`src/rtl/uart_pkg.sv`:
```
// Shared UART DTM definitions: TAP address width, address map
// and the write router's state encoding.
package uart_pkg;

  localparam int IRLENGTH = 5;

  localparam logic [IRLENGTH-1:0] ADDR_DMI = 5'h11;

  typedef enum logic {
    IDLE,
    BUSY
  } router_state_e;

  // Channel idx control sits at base+2*idx, its data word right after.
  function automatic logic [IRLENGTH-1:0] stb_addr(
    input int                  idx,
    input logic                is_data,
    input logic [IRLENGTH-1:0] base
  );
    return base + IRLENGTH'(2 * idx) + IRLENGTH'(is_data);
  endfunction

endpackage

```
`src/rtl/stb_out_slot.sv`:
```
// Load-and-hold output register with valid for one router target.
// Cleared by the target handshake or forcibly by a drop.
module stb_out_slot #(
  parameter int WIDTH = 8
) (
  input  logic             clk_i,
  input  logic             rst_ni,
  input  logic             load_i,
  input  logic [WIDTH-1:0] data_i,
  input  logic             ready_i,
  input  logic             drop_i,
  output logic             valid_o,
  output logic [WIDTH-1:0] data_o
);

  logic             valid_q;
  logic             valid_d;
  logic [WIDTH-1:0] data_q;
  logic [WIDTH-1:0] data_d;

  // Load takes priority; a held word leaves on handshake or drop.
  always_comb begin
    valid_d = valid_q;
    data_d  = data_q;
    if (load_i) begin
      valid_d = 1'b1;
      data_d  = data_i;
    end else if (valid_q && (ready_i || drop_i)) begin
      valid_d = 1'b0;
    end
  end

  // Slot register with synchronous active-low reset.
  always_ff @(posedge clk_i) begin
    if (!rst_ni) begin
      valid_q <= 1'b0;
      data_q  <= '0;
    end else begin
      valid_q <= valid_d;
      data_q  <= data_d;
    end
  end

  assign valid_o = valid_q;
  assign data_o  = data_q;

endmodule

```
`src/rtl/tap_write_router.sv`:
```
// Routes TAP writes to DMI or a strobe channel's control/data port,
// with per-write acceptance timeout and sticky error flags.
module tap_write_router
  import uart_pkg::*;
#(
  parameter int                  DMI_WIDTH         = 41,
  parameter int                  NUM_STB           = 2,
  parameter int                  STB_CONTROL_WIDTH = 8,
  parameter int                  STB_DATA_WIDTH    = 32,
  parameter logic [IRLENGTH-1:0] STB_ADDR_BASE     = 5'h18,
  parameter int                  TIMEOUT_CYCLES    = 1024
) (
  input  logic                                 CLK_I,
  input  logic                                 RST_NI,
  input  logic [IRLENGTH-1:0]                  WRITE_ADDRESS_I,
  input  logic [DMI_WIDTH-1:0]                 WRITE_DATA_I,
  input  logic                                 WRITE_VALID_I,
  output logic                                 WRITE_READY_O,
  output logic                                 DMI_WRITE_VALID_O,
  input  logic                                 DMI_WRITE_READY_I,
  output logic [DMI_WIDTH-1:0]                 DMI_WRITE_DATA_O,
  output logic [NUM_STB-1:0]                   STB_CONTROL_VALID_O,
  input  logic [NUM_STB-1:0]                   STB_CONTROL_READY_I,
  output logic [NUM_STB*STB_CONTROL_WIDTH-1:0] STB_CONTROL_O,
  output logic [NUM_STB-1:0]                   STB_DATA_VALID_O,
  input  logic [NUM_STB-1:0]                   STB_DATA_READY_I,
  output logic [NUM_STB*STB_DATA_WIDTH-1:0]    STB_DATA_O,
  output logic                                 ERR_DECODE_O,
  output logic                                 ERR_TIMEOUT_O,
  input  logic                                 CLEAR_ERR_I
);

  // Slot 0 is DMI; channel i control is slot 1+2i, data is 2+2i.
  localparam int NSLOT = 2 * NUM_STB + 1;
  localparam bit TO_EN = (TIMEOUT_CYCLES > 0);
  localparam int CW    = TO_EN ? $clog2(TIMEOUT_CYCLES + 1) : 1;
  localparam logic [CW-1:0] CNT_LAST = CW'(TO_EN ? TIMEOUT_CYCLES - 1 : 0);
  localparam logic [CW-1:0] CNT_MAX  = CW'(TIMEOUT_CYCLES);

  router_state_e state_q, state_d;
  logic [CW-1:0] cnt_q, cnt_d;
  logic          err_dec_q, err_dec_d;
  logic          err_to_q, err_to_d;

  logic [NSLOT-1:0] sel_vec;
  logic [NSLOT-1:0] load_vec;
  logic [NSLOT-1:0] valid_vec;
  logic [NSLOT-1:0] ready_vec;
  logic             hit;
  logic             accept;
  logic             hs;
  logic             timeout_hit;

  assign WRITE_READY_O = (state_q == IDLE);
  assign accept        = WRITE_VALID_I && WRITE_READY_O;
  assign hs            = |(valid_vec & ready_vec);
  assign timeout_hit   = TO_EN && (state_q == BUSY) && !hs
                         && (cnt_q == CNT_LAST);

  // Address decode to a one-hot slot select.
  always_comb begin
    sel_vec = '0;
    hit     = 1'b0;
    if (WRITE_ADDRESS_I == ADDR_DMI) begin
      sel_vec[0] = 1'b1;
      hit        = 1'b1;
    end
    for (int i = 0; i < NUM_STB; i++) begin
      if (WRITE_ADDRESS_I == stb_addr(i, 1'b0, STB_ADDR_BASE)) begin
        sel_vec[1+2*i] = 1'b1;
        hit            = 1'b1;
      end
      if (WRITE_ADDRESS_I == stb_addr(i, 1'b1, STB_ADDR_BASE)) begin
        sel_vec[2+2*i] = 1'b1;
        hit            = 1'b1;
      end
    end
    load_vec = accept ? sel_vec : '0;
  end

  for (genvar j = 0; j < NSLOT; j++) begin : g_slot
    if (j == 0) begin : g_dmi
      assign ready_vec[j]      = DMI_WRITE_READY_I;
      assign DMI_WRITE_VALID_O = valid_vec[j];
      stb_out_slot #(.WIDTH(DMI_WIDTH)) u_slot (
        .clk_i   (CLK_I),
        .rst_ni  (RST_NI),
        .load_i  (load_vec[j]),
        .data_i  (WRITE_DATA_I),
        .ready_i (ready_vec[j]),
        .drop_i  (timeout_hit),
        .valid_o (valid_vec[j]),
        .data_o  (DMI_WRITE_DATA_O)
      );
    end else if (j % 2 == 1) begin : g_ctl
      localparam int CH = (j - 1) / 2;
      localparam int W  = STB_CONTROL_WIDTH;
      assign ready_vec[j]            = STB_CONTROL_READY_I[CH];
      assign STB_CONTROL_VALID_O[CH] = valid_vec[j];
      stb_out_slot #(.WIDTH(W)) u_slot (
        .clk_i   (CLK_I),
        .rst_ni  (RST_NI),
        .load_i  (load_vec[j]),
        .data_i  (WRITE_DATA_I[W-1:0]),
        .ready_i (ready_vec[j]),
        .drop_i  (timeout_hit),
        .valid_o (valid_vec[j]),
        .data_o  (STB_CONTROL_O[CH*W +: W])
      );
    end else begin : g_dat
      localparam int CH = (j - 2) / 2;
      localparam int W  = STB_DATA_WIDTH;
      assign ready_vec[j]         = STB_DATA_READY_I[CH];
      assign STB_DATA_VALID_O[CH] = valid_vec[j];
      stb_out_slot #(.WIDTH(W)) u_slot (
        .clk_i   (CLK_I),
        .rst_ni  (RST_NI),
        .load_i  (load_vec[j]),
        .data_i  (WRITE_DATA_I[W-1:0]),
        .ready_i (ready_vec[j]),
        .drop_i  (timeout_hit),
        .valid_o (valid_vec[j]),
        .data_o  (STB_DATA_O[CH*W +: W])
      );
    end
  end

  // Next state, stall counter and sticky errors; a new error beats clear.
  always_comb begin
    state_d   = state_q;
    cnt_d     = cnt_q;
    err_dec_d = err_dec_q;
    err_to_d  = err_to_q;
    if (CLEAR_ERR_I) begin
      err_dec_d = 1'b0;
      err_to_d  = 1'b0;
    end
    unique case (state_q)
      IDLE: begin
        if (accept) begin
          if (hit) begin
            state_d = BUSY;
            cnt_d   = '0;
          end else begin
            err_dec_d = 1'b1;
          end
        end
      end
      BUSY: begin
        if (hs) begin
          state_d = IDLE;
        end else if (timeout_hit) begin
          state_d  = IDLE;
          err_to_d = 1'b1;
        end else if (cnt_q < CNT_MAX) begin
          cnt_d = cnt_q + 1'b1;
        end
      end
      default: state_d = IDLE;
    endcase
  end

  // Control registers with synchronous active-low reset.
  always_ff @(posedge CLK_I) begin
    if (!RST_NI) begin
      state_q   <= IDLE;
      cnt_q     <= '0;
      err_dec_q <= 1'b0;
      err_to_q  <= 1'b0;
    end else begin
      state_q   <= state_d;
      cnt_q     <= cnt_d;
      err_dec_q <= err_dec_d;
      err_to_q  <= err_to_d;
    end
  end

  assign ERR_DECODE_O  = err_dec_q;
  assign ERR_TIMEOUT_O = err_to_q;

endmodule
```
`config.mk`:
```
export PLATFORM = sky130hd
export DESIGN_NAME = tap_write_router
export DESIGN_NICKNAME = d
export VERILOG_FILES = /design/src/rtl/uart_pkg.sv /design/src/rtl/stb_out_slot.sv /design/src/rtl/tap_write_router.sv
export SDC_FILE = /design/constraint.sdc
export NUM_CORES = 1
export LEC_CHECK = 0
export CAP_MARGIN = 20
export CORE_ASPECT_RATIO = 1.75
export CORE_MARGIN = 4
export CORE_UTILIZATION = 49
export CTS_CLUSTER_DIAMETER = 50
export DETAILED_ROUTE_END_ITERATION = 10
export PLACE_DENSITY = 0.85
export SLEW_MARGIN = 20
export SYNTH_ARGS = -nofsm -noshare
export SYNTH_HDL_FRONTEND = slang
export SYNTH_SLANG_ARGS = --single-unit
```
`constraint.sdc`:
```
create_clock -name CLK_I -period 4.7 [get_ports CLK_I]
set_clock_uncertainty 0.05 [all_clocks]
set_input_delay 0.47 -clock CLK_I [delete_from_list [all_inputs] [get_ports CLK_I]]
set_output_delay 0.47 -clock CLK_I [all_outputs]
set_load 0.02 [all_outputs]
```
=== After elaboration in Yosys (flattened, before gate mapping) ===
Index checks and enable logic that the tools add are counted.

* Flip-flop bits (word level): 140
* Bits in latches: 0
* Bits in writable memories: 0
* Bits in read-only memories: 0
* Input bits: 55
* Output and inout port bits: 129
* Word-level logic and storage cells: 89
* Memories kept: 0

* Add/subtract/negate cells: 1
* Multiply operators: 0
* Divide/modulo/power cells: 0
* $lt $le $gt $ge: 1
* Eq/ne operators: 11
* Shifts and indexed selects: 0
* Mux-type cells: 39
* Bitwise logic cells: 2
* Reduce and logical (&&, ||, !) cells: 21

{| class="wikitable"
|+ Operators by type and width
! kind !! count
|-
| $mux 11 || 5
|-
| $mux 1 || 31
|-
| $eq 5x5->1 const B || 5
|-
| $pmux 11 s2 || 1
|-
| $add 11x1->11 const B || 1
|-
| $eq 11x10->1 const B || 1
|-
| $lt 11x11->1 const B || 1
|-
| $reduce_bool 2->1 || 5
|-
| $logic_and 1x1->1 || 8
|-
| $ne 2x1->1 const B || 3
|-
| $and 5x5->5 || 1
|-
| $logic_or 1x1->1 || 5
|-
| $mux 5 || 1
|-
| $reduce_and 5->1 || 1
|-
| $reduce_or 5->1 || 1
|-
| $ne 2x2->1 const B || 2
|-
| $pmux 1 s2 || 1
|-
| $logic_not 1->1 || 1
|-
| $not 1->1 || 1
|}

=== Depth between registers and ports, before layout ===
Gate-level depths: netlist of run 1.

* Depth in word-level cells: 9
* Gate-level depth with buffers: 8

=== Hierarchy ===
A second synthesis of run 1 with hierarchy kept.

* Cell total of the unflattened synthesis: 509
* Area total of the unflattened synthesis: 5784.3 um2

{| class="wikitable"
|+ By module, submodules not included
! module !! times used !! cells each !! area each (um2) !! seq. area each (um2)
|-
| stb_out_slot at g_slot[2].g_dat.u_slot ... || 2 || 106 || 1278.7 || 660.6
|-
| stb_out_slot at g_slot[0].g_dmi.u_slot || 1 || 135 || 1629.1 || 840.8
|-
| tap_write_router || 1 || 106 || 924.6 || 280.3
|-
| stb_out_slot at g_slot[1].g_ctl.u_slot ... || 2 || 28 || 336.6 || 180.2
|}

=== Least setup slack after synthesis of run 1 ===
No wires, ideal clock.

* Path type: input to register
* Start: in STB_DATA_READY_I[0]
* End: reg cnt_q[9]
* Setup time: 0.059 ns
* Arrival time: 2.001 ns
* Path slack: 2.590 ns
* Stages on the path: 6
* Buffers on the path: 1
* Path through: a22oi_1 -> nand3_2 -> or4_1 -> buf_2 -> or4_1 -> nand2_1

* Word-level cells in the longest chain between the ends: 7
* Elaborated cells on any way between the ends: 8
* Those cells by class: eq/ne: 2; bitwise: 1; reduce/logical: 5

{| class="wikitable"
|+ RTL lines
! what !! RTL line !! RTL
|-
| start, declared || tap_write_router.sv:26 || <nowiki>input logic [NUM_STB-1:0] STB_DATA_READY_I,</nowiki>
|-
| $and 5x5->5 (*) || tap_write_router.sv:56 || <nowiki>assign hs = |(valid_vec & ready_vec);</nowiki>
|-
| $reduce_or 5->1 (*) || tap_write_router.sv:56 ||
|-
| $logic_not 1->1 || tap_write_router.sv:57 || <nowiki>assign timeout_hit = TO_EN && (state_q == BUSY) && !hs</nowiki>
|-
| $logic_and 1x1->1 || tap_write_router.sv:57 ||
|-
| $logic_and 1x1->1 || tap_write_router.sv:58 || <nowiki>&& (cnt_q == CNT_LAST);</nowiki>
|-
| $ne 2x2->1 (no line) || -- ||
|-
| $reduce_and 5->1 (no line) (*) || -- ||
|-
| end signal, assigned || tap_write_router.sv:172 || <nowiki>cnt_q <= cnt_d;</nowiki>
|-
| end, declared || tap_write_router.sv:41 || <nowiki>logic [CW-1:0] cnt_q, cnt_d;</nowiki>
|}

Mark *: on every way between the ends. The rest lies on a longest branch, timed or not.
A chain may end at the register's enable or synchronous reset.

=== Worst setup path after layout of run 1 ===
* Start: in WRITE_VALID_I
* End: reg g_slot[4].g_dat.u_slot.data_q[8]

* Word-level cells in the longest chain between the ends: 2

{| class="wikitable"
|+ RTL lines
! what !! RTL line !! RTL
|-
| start, declared || tap_write_router.sv:17 || <nowiki>input logic WRITE_VALID_I,</nowiki>
|-
| $logic_and 1x1->1 || tap_write_router.sv:55 || <nowiki>assign accept = WRITE_VALID_I && WRITE_READY_O;</nowiki>
|-
| $mux 5 || tap_write_router.sv:78 || <nowiki>load_vec = accept ? sel_vec : '0;</nowiki>
|-
| end signal, assigned || stb_out_slot.sv:40 || <nowiki>data_q <= data_d;</nowiki>
|-
| end, declared || stb_out_slot.sv:18 || <nowiki>logic [WIDTH-1:0] data_q;</nowiki>
|}

Every way passes these cells.

==> results of run 1 <==
[cells in the final DEF (no fill, tap or decap), drive strengths merged, types with 4 or more instances in the layout]
cell,netlist,final
nand2,224,224
clkdlybuf4s50,0,182
dfxtp,140,140
a21boi,108,108
nor2b,22,22
clkbuf,39,20
mux2i,16,16
nor2,10,10
buf,6,8
nor3b,6,6
nand3,6,6
nor3,6,6
o21a,5,5
inv,4,5
o21ai,5,5
clkinvlp,0,4
[routing by layer]
metal | up-vias | global-route usage [%] | part of all wire, %
li1 | 2424 | - | -
met1 | 2406 | 27.7 | 36
met2 | 225 | 45.0 | 54
met3 | 44 | 6.47 | 6.6
met4 | 0 | 13.7 | 3.7
met5 | - | 0 | 0
[worst max path at each step]
stage	from	end	slack, ns	cells past startpoint
after CTS	WRITE_VALID_I	g_slot[4].g_dat.u_slot.data_o[8]	2.27	7
final	WRITE_VALID_I	g_slot[4].g_dat.u_slot.data_o[8]	2.26	7
after floorplan	STB_DATA_READY_I[0]	cnt_q[9]	2.59	6
after detailed placement	WRITE_VALID_I	g_slot[4].g_dat.u_slot.data_o[12]	1.85	7
after global placement	WRITE_VALID_I	g_slot[2].g_dat.u_slot.data_o[0]	1.90	6
after global routing	WRITE_VALID_I	g_slot[4].g_dat.u_slot.data_o[8]	2.09	7
[critical path: cells and delay by family]
family | cells | cell delay [ns]
AO/OA/AOI/OAI | 1 | 0.17
buffers and inverters | 2 | 0.81
AND/OR/NAND/NOR | 4 | 1.27
[registers in the layout, summed over array words and instances (netlist names)]
name	flops
ERR_DECODE_O	1
ERR_TIMEOUT_O	1
cnt_q	11
g_slot.g_ctl.u_slot.data_o	16
g_slot.g_ctl.u_slot.valid_o	2
g_slot.g_dat.u_slot.data_o	64
g_slot.g_dat.u_slot.valid_o	2
g_slot.g_dmi.u_slot.data_o	41
g_slot.g_dmi.u_slot.valid_o	1
state_q	1
[kinds of logic (layout without fill, tap and decap cells)]
| family | count (synthesis) | count (layout) | synth area share, % |
|---|---|---|---|
| AO/OA/AOI/OAI | 139 | 139 | 19.1 |
| AND/OR/NAND/NOR | 291 | 291 | 22.7 |
| buffers and inverters | 49 | 224 | 3.73 |
| flip-flops | 140 | 140 | 51.3 |
| adder cells (fa/ha/maj) | 1 | 1 | 0.229 |
| multiplexers | 16 | 16 | 2.93 |
[metrics by stage]
step / setup WS [ns] / hold slack [ns] / cells / instance area (sq um) / utilization, %
floorplan: 2.59 / 0.401 / 636 / 5460 / -
global placement: 1.90 / 0.392 / 911 / 7330 / 67.7
detailed placement: 1.85 / 0.397 / 911 / 7330 / 67.7
CTS: 2.27 / 0.404 / 941 / 7900 / 73.0
global route: 2.09 / 0.434 / 941 / 7910 / 73.1
finish: 2.26 / 0.401 / 941 / 7910 / 73.1
[area by class of cell]
class | count | area [sq um]
Clock buffer | 20 | 457
Clock inverter | 10 | 118
Fill cell | 817 | 2920
Inverter | 4 | 15.0
Multi-Input combinational cell | 447 | 2470
Sequential cell | 140 | 2800
Tap cell | 130 | 163
Timing Repair Buffer | 190 | 1890
[power by group]
group	internal, mW	switching, mW
sequential	1.20	0.00956
clock	0.803	0.499
combinational	0.0835	0.0751
==> metrics.yaml, run 1 <==
power_and_ir_drop:
  leakagePower_nw: 2.77
  max-vdd-ir-drop_v: 0.000282
  power.density_nw_per_um2: 337
  finalPower_mw: 2.67
hold_path:
  worstHoldPathCells: 2
  hold_path.class: "reg -> reg"
  min_to: "g_slot[0].g_dmi.u_slot.data_o[15]"
  holdCritStartpoint: "g_slot[0].g_dmi.u_slot.data_o[15]"
synth:
  synth_area_leader_cell: "dfxtp_1"
  synth_edf_count: 0
  synthTopCellsByCount: "224 x nand2_1, 140 x dfxtp_1, 101 x a21boi_0"
  synth_cell_types: 41
  async_reset_ff_share_pct: 0
  synth_top_flop_cell: "dfxtp_1"
  syn_inst: 636
  synth_most_common_cell: "nand2_1"
  ys_seq_area_share_pct: 51.3
  ys_ff_latch: 140
  syn_nets: 692
  syn-cell-area_sq_um: 5460
  synth.area.top_cells: "dfxtp_1 51%, nand2_1 15%, a21boi_0 14%"
  syn_area_per_cell_sq_um: 8.59
  yosysWarnings: 0
  synth.top_cell.area_share_pct: 51.3
floorplan:
  initial_core_util_pct: 50.5
  io_pins: 184
  coreArea_sq_um: 10800
  design.die.area_sq_um: 13000
  die-height_microns: 148
  die_w_microns: 87.8
  rows: 50
sta:
  maxSlewHeadroom_pct: 46.4
  fin_crit_sh_pct: 51.9
  hold_violations: 0
  fin_crit_ns: 2.44
  rsz0062_at_grt: "no"
  fmax_ghz: 0.410
  tightest_slew_ns: 0.804
  drv_slew: 0
  setup_viol_count_final: 0
  fin_tns_setup_ns: 0
drt:
  drc_errors: 0
  wl_per_cell_microns: 17.4
  postRouteAntennaNets: 0
  vias_per_cell: 5.42
  firstDrtPassIters: 7
  first_iter_violations: 346
  vias: 5099
  drt_wl_total_microns: 16300
setup_path:
  r2r-end: "g_slot[4].g_dat.u_slot.data_o[8]"
  slowest_delay_ns: 0.59
  worst_path_most_repeated_cell: "and3_1"
  timing.rr.start: "state_q"
  crit_chain: "clkdlybuf4s50_1, nor2b_1, and3_1, and3_1, buf_4, nand2_1, a21boi_0"
  slowest_stage: "and3_1"
  arrival_ns: 2.72
  cp-end-kind: "flop"
  crit_fanout: 18
  r2r_setup_slack_ns: 2.37
  cp-start-kind: "input pin"
  reg2regPathDepth: 6
  critPathKind: "in -> reg"
  critPathRequiredTime_ns: 4.98
clock_tree:
  clk_latency_ns: 0.41
  clk_pin_slew_worst_paths_ns: 0.06
  ctsResizeCount: 0
  numCtsBuffers: 17
  clk_path_buf_depth: 2
  cts_tree: "built"
  clock_sinks: 140
  cts_max_level: 4
  cts_root_buf: "clkbuf_16"
  post-cts-setup-buffer-count: 0
  cts_hold_buf: 0
final_layout:
  areaGrowthSynthToFinish_pct: 44.7
  drive_gt1_share_pct: 5.55
  fin_nets: 856
  n_antenna_cell: 0
run_status:
  outcome: "finished, final reports clean"
global_route:
  gr-total-overflow: 0
  grt_max_degree: 140
  grt_pass1_vias: 5247
  antenna_found_initial: 0
  grt_pass1_wl_microns: 25900
  track_usage_pct: 25.8
placed_design:
  gp_congestion: 0.925
  place.port_buffers: 183
  dp_hpwl_microns: 11500
run:
  cap_violations: 0
Note: power is estimated with default switching activity, not from simulation.
==> run 2: changes to the inputs <==
--- a/config.mk
+++ b/config.mk
@@ -8,10 +8,10 @@
 export CAP_MARGIN = 20
 export CORE_ASPECT_RATIO = 1.75
 export CORE_MARGIN = 4
-export CORE_UTILIZATION = 49
+export CORE_UTILIZATION = 46
 export CTS_CLUSTER_DIAMETER = 50
 export DETAILED_ROUTE_END_ITERATION = 10
-export PLACE_DENSITY = 0.85
+export PLACE_DENSITY = 0.81
 export SLEW_MARGIN = 20
 export SYNTH_ARGS = -nofsm -noshare
 export SYNTH_HDL_FRONTEND = slang
==> constraint.sdc (replaced) <==
create_clock -name CLK_I -period 2.4 [get_ports CLK_I]
set_clock_uncertainty 0.05 [all_clocks]
set_input_delay 0.24 -clock CLK_I [delete_from_list [all_inputs] [get_ports CLK_I]]
set_output_delay 0.24 -clock CLK_I [all_outputs]
set_load 0.02 [all_outputs]
==> metrics.yaml, run 2 (same netlist as run 1, synthesis figures left out) <==
run_status:
  outcome: "finished, final reports clean"
power_and_ir_drop:
  leakagePower_nw: 2.85  # +3.0%
  max-vdd-ir-drop_v: 0.000586  # +110%
  power.density_nw_per_um2: 666  # +97%
sta:
  maxSlewHeadroom_pct: 67.3  # +21 points
  fin_crit_ns: 2.22
  hold_violations: 0  # unchanged
  fmax_ghz: 0.451
  setup_viol_count_final: 0  # unchanged
  rsz0062_at_grt: "no"
  fin_crit_sh_pct: 92.4
  hold_slack_ns: 0.267  # -0.133 ns
  fin_tns_setup_ns: 0  # unchanged
  tightest_slew_ns: 0.490  # -0.314 ns
  drv_slew: 0  # unchanged
floorplan:
  design.die.area_sq_um: 13800  # +6.0%
  io_pins: 184  # unchanged
  coreArea_sq_um: 11600  # +7.0%
  die-height_microns: 152  # +3.0%
  die_w_microns: 90.4  # +2.9%
  initial_core_util_pct: 47.2  # -3.3 points
  rows: 52  # +4.0%
global_route:
  gr-total-overflow: 0  # unchanged
  grt_pass1_vias: 5093  # -2.9%
  track_usage_pct: 23.4  # -2.3 points
  antenna_found_initial: 0  # unchanged
  use_met1_pct: 23.6  # -4.1 points
  grt.busiest_layer: "met2"
  met3_usage_pct: 6.47  # about the same
  grt_use_met2_pct: 43.7  # -1.3 points
  grt_max_degree: 140  # unchanged
  grt_pass1_wl_microns: 25900  # -0.21%
final_layout:
  areaGrowthSynthToFinish_pct: 47.4
  drive_gt1_share_pct: 6.80  # +1.3 points
  fin_nets: 866  # +1.2%
  n_antenna_cell: 0  # unchanged
  layout_common_cells: "224 x nand2_1, 182 x clkdlybuf4s50_1, 140 x dfxtp_1"
  largest_reg_flops: 64  # unchanged
  layout_commonest_cell: "nand2_1"
clock_tree:
  cts_hold_buf: 0  # unchanged
  cts_tree: "built"
  ctsResizeCount: 0  # unchanged
  cts_max_level: 4  # unchanged
  cts_root_buf: "clkbuf_16"
  clk_pin_slew_worst_paths_ns: 0.06  # about the same
  clk_path_buf_depth: 2  # unchanged
  numCtsBuffers: 17  # unchanged
  post-cts-setup-buffer-count: 0  # unchanged
  clk_latency_ns: 0.40  # about the same
  clock_sinks: 140  # unchanged
setup_path:
  slowest_stage: "or4_1"
  r2r-end: "cnt_q[6]"
  arrival_ns: 2.51  # -0.21 ns
  crit_buf_inv: 0  # -2
  crit_chain: "ha_1, nand3_1, or4_1, o21ai_1, and2_1, a211o_1"
  r2r_setup_slack_ns: 0.18  # -2.19 ns
  cp-end-kind: "flop"
  cp-start-kind: "flop"
  slowest_delay_ns: 0.53  # -0.06 ns
  reg2regPathDepth: 6  # unchanged
  critPathKind: "reg -> reg"
  crit_fanout: 5  # -13
  critPathRequiredTime_ns: 2.70  # -2.28 ns
  critPathTopFamily: "simple AND/OR/NAND/NOR gates"
  timing.rr.start: "cnt_q[0]"
placed_design:
  dp_hpwl_microns: 11600  # +1.6%
  gp_congestion: 0.905  # -2.1%
  place.port_buffers: 183  # unchanged
hold_path:
  min_to: "cnt_q[8]"
  hold_path.class: "in -> reg"
  worstHoldPathCells: 4  # +2
  holdCritStartpoint: "RST_NI"
drt:
  drt_wl_total_microns: 16300  # -0.50%
  first_iter_violations: 240  # -31%
  vias_per_cell: 5.26  # -2.9%
  firstDrtPassIters: 4  # -3
  wl_per_cell_microns: 17.0  # -2.3%
  vias: 5040  # -1.2%
  drc_errors: 0  # unchanged
  postRouteAntennaNets: 0  # unchanged
run:
  cap_violations: 0  # unchanged
==> run 2: cell count changes in the layout (fill, tap and decap cells not counted), sizes merged <==
cell and change:
inv +3, buf +10, bufinv +1, clkinvlp -2
==> run 2: metal layers <==
layer  vias up  routed length, microns
met5         -                       0
met4         0                     546
met3        35                     935
met2       181                    8930
met1      2376                    5850
li1       2448                       -
==> run 2: area by class of cell <==
cell class / instances / area, sq um
sequential: 140 / 2800
fill: 919 / 3530
inverter: 4 / 15.0
timing repair buffer: 200 / 1980
clock inverter: 12 / 159
multi-input combinational: 447 / 2470
tap: 135 / 169
clock buffer: 20 / 457
==> run 2: power by group <==
| part | switching, mW | internal [mW] |
|---|---|---|
| combinational | 0.148 | 0.169 |
| clock | 0.984 | 1.70 |
| sequential | 0.0171 | 2.35 |
| total | 1.15 | 4.22 |
==> run 2: worst min-delay path: cells and delay by family <==
family	cells	cell delay (ns)
compound gates	1	0.14
buf+inv	1	0.11
simple gates	2	0.21
==> run 2: worst max-delay path by stage <==
stage,depth (start not counted),endpoint,slack (ns),from
after detailed placement,6,cnt_q[9],0.14,DMI_WRITE_READY_I
final,6,cnt_q[6],0.18,cnt_q[0]
after global routing,6,cnt_q[6],0.002,cnt_q[0]
after CTS,6,cnt_q[6],0.22,cnt_q[0]
after global placement,6,cnt_q[9],0.17,DMI_WRITE_READY_I
after floorplan,6,cnt_q[9],0.38,g_slot[0].g_dmi.u_slot.valid_o
==> run 2: metrics by stage <==
step	instances	instance area [sq um]	total power, mW	setup WS, ns	utilization [%]
finish	958	8050	5.37	0.181	69.5
global placement	926	7440	2.72	0.166	64.2
CTS	958	8050	5.40	0.215	69.5
global route	958	8050	5.54	0.00242	69.5
floorplan	636	5460	2.54	0.381	-
detailed placement	926	7440	2.73	0.136	64.2
==> run 3: changes to the inputs <==
--- a/config.mk
+++ b/config.mk
@@ -10,6 +10,7 @@
 export CORE_MARGIN = 4
 export CORE_UTILIZATION = 46
 export CTS_CLUSTER_DIAMETER = 50
+export CTS_CLUSTER_SIZE = 10
 export DETAILED_ROUTE_END_ITERATION = 10
 export PLACE_DENSITY = 0.81
 export SLEW_MARGIN = 20
==> results of run 3 <==
Same layout as run 2: the final DEF is identical, and so are final timing and power.
